===== config.mk =====
export PLATFORM = sky130hd
export DESIGN_NAME = writeback_64
export DESIGN_NICKNAME = d
export VERILOG_FILES = /design/src/rtl/writeback_64.sv
export SDC_FILE = /design/constraint.sdc
export NUM_CORES = 2
export LEC_CHECK = 0
export ABC_CLOCK_PERIOD_IN_PS = 7100
export BUFFER_PORTS_ARGS = -buffer_cell sky130_fd_sc_hd__buf_4
export CAP_MARGIN = 25
export CORE_AREA = 5 5 331 333
export CTS_CLUSTER_DIAMETER = 200
export DETAILED_ROUTE_END_ITERATION = 8
export DIE_AREA = 0 0 336 338
export GPL_TIMING_DRIVEN = 0
export MAX_ROUTING_LAYER = met4
export PLACE_DENSITY = 0.78
export SYNTH_ARGS = -nofsm -noshare
export SYNTH_HDL_FRONTEND = slang
export SYNTH_SLANG_ARGS = --single-unit

===== constraint.sdc =====
create_clock -name clk -period 7.1 [get_ports clk]
set_input_delay 0.355 -clock clk [delete_from_list [all_inputs] [get_ports clk]]
set_output_delay 0.355 -clock clk [all_outputs]
set_load 0.02 [all_outputs]

===== src/rtl/writeback_64.sv =====
// Writeback stage: W pipeline register, 15 x 64-bit register file with
// combinational read ports, program status, sticky halt flag and a
// retired-instruction counter.
module writeback_64 (
   input  logic        clk,
   input  logic        rst,
   input  logic        W_stall,
   input  logic [3:0]  M_stat,
   input  logic [3:0]  M_icode,
   input  logic [63:0] M_valE,
   input  logic [63:0] m_valM,
   input  logic [3:0]  M_dstE,
   input  logic [3:0]  M_dstM,
   input  logic [3:0]  srcA,
   input  logic [3:0]  srcB,
   output logic [63:0] rvalA,
   output logic [63:0] rvalB,
   output logic [3:0]  W_stat,
   output logic [3:0]  W_icode,
   output logic [63:0] W_valE,
   output logic [63:0] W_valM,
   output logic [3:0]  W_dstE,
   output logic [3:0]  W_dstM,
   output logic [3:0]  Stat,
   output logic        halted,
   output logic [63:0] retired
);

   localparam logic [3:0] STAT_AOK = 4'd1;
   localparam logic [3:0] STAT_HLT = 4'd2;
   localparam logic [3:0] STAT_ADR = 4'd3;
   localparam logic [3:0] STAT_INS = 4'd4;
   localparam logic [3:0] ICODE_NOP = 4'd1;
   localparam logic [3:0] REG_NONE = 4'hF;

   logic [3:0]  w_stat_reg;
   logic [3:0]  w_icode_reg;
   logic [63:0] w_vale_reg;
   logic [63:0] w_valm_reg;
   logic [3:0]  w_dste_reg;
   logic [3:0]  w_dstm_reg;
   logic        halted_reg;
   logic [63:0] retired_reg;

   // Register file entries; slot 15 of the read view is the constant-zero "none" ID.
   logic [63:0] rf_reg [0:14];
   logic [63:0] rd_view [0:15];

   logic commit;
   logic halt_edge;
   logic retire_inc;

   // Write enable and halt/retire qualifiers derived from current W contents.
   always_comb begin
      commit     = !W_stall && !halted_reg && (w_stat_reg == STAT_AOK);
      halt_edge  = !W_stall && ((w_stat_reg == STAT_HLT) ||
                                (w_stat_reg == STAT_ADR) ||
                                (w_stat_reg == STAT_INS));
      retire_inc = (commit && (w_icode_reg != ICODE_NOP)) ||
                   (halt_edge && !halted_reg && (w_stat_reg == STAT_HLT));
   end

   // W pipeline register: loads from M unless stalled, bubble on reset.
   always_ff @(posedge clk) begin
      if (rst) begin
         w_stat_reg  <= STAT_AOK;
         w_icode_reg <= ICODE_NOP;
         w_vale_reg  <= 64'd0;
         w_valm_reg  <= 64'd0;
         w_dste_reg  <= REG_NONE;
         w_dstm_reg  <= REG_NONE;
      end else if (!W_stall) begin
         w_stat_reg  <= M_stat;
         w_icode_reg <= M_icode;
         w_vale_reg  <= M_valE;
         w_valm_reg  <= m_valM;
         w_dste_reg  <= M_dstE;
         w_dstm_reg  <= M_dstM;
      end
   end

   genvar gi;
   generate
      for (gi = 0; gi < 15; gi++) begin : g_rf
         // One register entry: valM port has priority when both ports target it.
         always_ff @(posedge clk) begin
            if (rst) begin
               rf_reg[gi] <= 64'd0;
            end else if (commit && (w_dstm_reg == 4'(gi))) begin
               rf_reg[gi] <= w_valm_reg;
            end else if (commit && (w_dste_reg == 4'(gi))) begin
               rf_reg[gi] <= w_vale_reg;
            end
         end
         assign rd_view[gi] = rf_reg[gi];
      end
   endgenerate

   assign rd_view[15] = 64'd0;

   // Combinational read ports, no write bypass.
   always_comb begin
      rvalA = rd_view[srcA];
      rvalB = rd_view[srcB];
   end

   // Sticky halt flag, cleared only by reset.
   always_ff @(posedge clk) begin
      if (rst) begin
         halted_reg <= 1'b0;
      end else if (halt_edge) begin
         halted_reg <= 1'b1;
      end
   end

   // Retired-instruction counter, wraps naturally at 2^64.
   always_ff @(posedge clk) begin
      if (rst) begin
         retired_reg <= 64'd0;
      end else if (retire_inc) begin
         retired_reg <= retired_reg + 64'd1;
      end
   end

   assign W_stat  = w_stat_reg;
   assign W_icode = w_icode_reg;
   assign W_valE  = w_vale_reg;
   assign W_valM  = w_valm_reg;
   assign W_dstE  = w_dste_reg;
   assign W_dstM  = w_dstm_reg;
   assign Stat    = w_stat_reg;
   assign halted  = halted_reg;
   assign retired = retired_reg;

endmodule


# Yosys cells after proc, flatten, opt, wreduce, memory -nomap -nowiden
# Memory sizes are Yosys's and may differ from the RTL's.
# Index checks and enable logic that the tools add are counted.
[word_totals]
reg_bits = 209
latchBits = 0
ram_bits = 960
rom_bits = 0
in_bits = 155
out_inout_bits = 341
word_cells = 263
mem_count = 1
[memory_table]
columns = ["name", "words", "width", "rd", "rd_ports_with_merged_regs", "wr", "line", "text"]
rows = [
  ["rf_reg", 15, 64, 15, 0, 15, "46", "logic [63:0] rf_reg [0:14];"],
]
[classes]
add_sub_neg = 1
mul = 0
div = 0
magnitude_cmp = 2
eq_ne = 33
shift = 0
n_mux = 143
n_bitwise = 32
n_reduce_logical = 43
[op_table]
columns = ["operator", "count"]
rows = [
  ["$mux 64", 34],
  ["$bmux 64 s4", 2],
  ["$mux 1", 107],
  ["$add 64x1->64 const B", 1],
  ["$eq 4x4->1 const B", 14],
  ["$eq 4x3->1 const B", 9],
  ["$logic_and 1x1->1", 36],
  ["$or 1x1->1", 30],
  ["$eq 4x2->1 const B", 6],
  ["$eq 4x1->1 const B", 3],
  ["$ge 5x5->1 const B", 2],
  ["$not 4->5", 2],
  ["$logic_not 4->1", 2],
  ["$ne 4x1->1 const B", 1],
  ["$logic_or 1x1->1", 3],
  ["$logic_not 1->1", 2],
]

# Longest topological paths before layout
[depth]
ltp_word = 9
ltp_mapped = 9
depth_no_buf = 6

# Worst setup path after synthesis
# No wires, ideal clock.
[synth_path]
kind = "flip-flop to flip-flop"
start = "reg w_stat_reg[2], in the netlist Stat[2]"
end = "mem rf_reg[8][0], in the netlist rf_reg[1][0], enable pin"
setup_time_ns = 0.424
t_arrival_ns = 3.354
required_ns = 6.676
slack_ns = 3.321
path_stages_with_launch = 7
path_buffers = 1
synth_period_minus_slack_ns = 3.779
path_cell_list = "dfxtp_1 or4_1 nor2_1 nand3b_1 nor3_1 clkbuf_1 or3_1"
[synth_rtl]
columns = ["item", "line", "text"]
rows = [
  ["start, declared", "36", "logic [3:0] w_stat_reg;"],
  ["start signal, assigned", "73", "w_stat_reg <= M_stat;"],
  ["end, declared", "46", ""],
]

==> flow_metrics.py <==
metrics = {
    "floorplanning": {
        "start_util_pct": 58.6,
        "fp.dieH_um": 338,
        "row_count": 120,
        "pin_count": 496,
        "die_area_um2": 114000,
        "fp.dieW_um": 336,
        "core_area_um2": 106000,
    },
    "sta": {
        "grt_setup_unrepaired": "no",
        "setup_slack_ns": 2.16,
        "maxSlewViolCount": 0,
        "clock.fmax_ghz": 0.202,
        "worst_pin_slew_ns": 1.30,
        "period_needed_ns": 4.94,
        "relSlewSlack_pct": 13.5,
        "fin_tns_setup_ns": 0,
        "fin_skew_ns": 0.0359,
        "finalSetupViolCount": 0,
        "period_share_pct": 69.6,
        "finalHoldViolCount": 0,
    },
    "setup_path": {
        "worstSetupEndpointType": "register",
        "slowest_delay_ns": 1.00,
        "crit_arrival_ns": 5.33,
        "crit_end": "rf_reg[1][24]",
        "cp-start-kind": "register",
        "reg2regPathDepth": 6,
        "crit-reg2reg-launch": "Stat[2]",
        "crit_chain": "nor4_2 -> nand4b_1 -> nor2_1 -> clkbuf_1 -> or3_4 -> buf_16",
        "worstReg2RegEnd": "rf_reg[1][24]",
        "startpoint": "Stat[2]",
        "worstSetupPathType": "reg2reg",
        "worstPathMaxFanout": 33,
        "reg2reg_setup_slack_ns": 2.16,
        "worstPathRequired_ns": 7.49,
        "worst_path_max_delay_cell": "clkbuf_1",
    },
    "place": {
        "post-place-ws_ns": 2.65,
        "gp_congestion": 0.977,
        "io_buffers": 487,
        "dp_hpwl_mm": 167,
    },
    "clock_network": {
        "post_cts_buffers": 0,
        "clk_latency_ns": 0.75,
        "cts_sinks": 1169,
        "root_buffer": "clkbuf_16",
        "h-tree-depth": 3,
        "cts_tree": "built",
        "clkSlewWorstSetupHoldPaths_ns": 0.06,
        "clock_path_buffers": 3,
        "cts_buffers": 121,
    },
    "yosys": {
        "yosysTopAreaCellShare_pct": 46.3,
        "post_synth_inst_count": 4379,
        "synth_edf_count": 960,
        "async_flop_share_pct": 0,
        "syn_area_per_cell_um2": 14.2,
        "synth-simple-area-share_pct": 4.31,
        "synth_top_area_cell": "edfxtp_1",
        "synth-adder-area-share_pct": 0.0201,
        "synth_area_leaders": "edfxtp_1 46%, mux4_2 19%, a22o_1 14%, dfxtp_1 6.7%, mux2i_1 4.2%",
        "ys_ff_latch": 1169,
        "synth_compound_area_share_pct": 15.4,
        "synth_xor_area_share_pct": 0.352,
        "syn_area_um2": 62300,
        "ys_seq_area_share_pct": 53.0,
        "synthFlopType": "edfxtp_1",
        "synth_top_family_by_area": "multiplexers",
        "syn-num-nets": 4535,
        "ys_types": 43,
        "yosysWarnings": 0,
        "synthMuxAreaShare_pct": 22.8,
    },
    "power": {
        "power.density_nw_per_um2": 224,
        "vdd_drop_max_uv": 257,
        "leakage_nw": 27.3,
    },
    "global_route": {
        "grt_pass1_vias": 50900,
        "grt_max_degree": 47,
        "antenna_found_initial": 7,
        "track_usage_pct": 42.6,
        "grt_pass1_wl_mm": 340,
        "overflow": 0,
    },
    "layout": {
        "layout.nets": 5399,
        "layout_common_cells": "960 x a22o_1, 960 x edfxtp_1, 512 x mux4_2",
        "largest_reg_flops": 960,
        "syn_to_final_growth_pct": 20.7,
        "final_util_pct": 70.7,
        "layout-drive-gt1-share_pct": 25.5,
    },
    "drt": {
        "viasPerCell": 7.54,
        "detail-route-antenna-nets": 0,
        "drt-initial-drc-count": 8853,
        "drcViolationCount": 0,
        "wire_per_inst_um": 35.5,
        "first_pass_iters": 7,
        "routed_wl_mm": 241,
        "dr_total_vias": 51100,
    },
    "run_status": {
        "status": "finished, final reports clean",
    },
    "worst_hold_path": {
        "hold_path_class": "in2reg",
    },
    "flow_run": {
        "max_cap_violations": 0,
    },
}
layer usage:
metal  routed length, um  vias up  track usage [%]
met4               19800        0             27.6
met1               74800    24700             50.9
met2              106000     5425             62.0
met3               39900     1234             15.1
li1                    -    19700                -
met5                   0        -                -
area by class of cell:
class                      count  area (um2)
inverter                       5        18.8
buffer                       664        2560
multi-input combinational   2541       26800
clock buffer                 175        3440
tap                         1403        1760
fill                        6833       31100
clock inverter                56         554
timing repair buffer         741        6930
sequential                  1169       33000
antenna                       20        50.0
kinds of logic (layout without fill, tap and decap cells):
logic type	Yosys count	count (layout)
AO/OA/AOI/OAI	1179	1179
XOR/XNOR	25	25
adder cells (fa/ha/maj)	1	1
buffers and inverters	669	1641
flip-flops	1169	1169
multiplexers	776	776
other	0	20
AND/OR/NAND/NOR	560	560
worst min-delay path by stage:
stage / startpoint / cells past startpoint / end
after detailed placement: retired[63] / 2 / retired[63]
final: m_valM[12] / 3 / W_valM[12]
after floorplan: M_stat[1] / 2 / Stat[1]
after global routing: m_valM[12] / 3 / W_valM[12]
after global placement: retired[63] / 2 / retired[63]
after CTS: m_valM[12] / 3 / W_valM[12]
cells in the mapped netlist (all sizes together) (10+ instances only):
cell and number:
nand3 27, clkbuf 451, xor2 20, nor2b 14, dfxtp 209, buf 213, o21ai 149, nand4 33
mux4 512, a211o 10, or3 39, edfxtp 960, a22o 960, nor4 11, or4 20, mux2i 263
nand2 154, nor2 212, o31ai 17, a21oi 40, nor3 26
critical path: cells and delay by family (launching register included):
family	cells	cell delay (ns)
and+or+nand+nor	4	2.77
DFF	1	0.39
buffers and inverters	2	1.33
through the flow:
stage	power (mW)	std cells	hold slack [ns]	instance area, um2
after floorplan	9.26	4379	0.499	62300
after global placement	10.2	6269	0.479	67700
after detailed placement	10.3	6350	0.483	69200
after CTS	16.7	6724	0.0170	74700
after global routing	17.1	6765	0.0337	75100
final	16.9	6774	0.0459	75200
report_power, final:
| group | internal [mW] | switching, mW | leakage (nW) |
|---|---|---|---|
| Combinational | 0.988 | 1.48 | 13.7 |
| Sequential | 7.70 | 0.175 | 11.6 |
| Clock | 3.68 | 2.84 | 1.97 |
| Total | 12.4 | 4.50 | 27.3 |
timing repair:
action	4_1_cts	5_1_grt
hold buffers	143	0
endpoints found under the hold margin	143	0
resized for setup	0	0
Power figures use the tool's default switching activity.
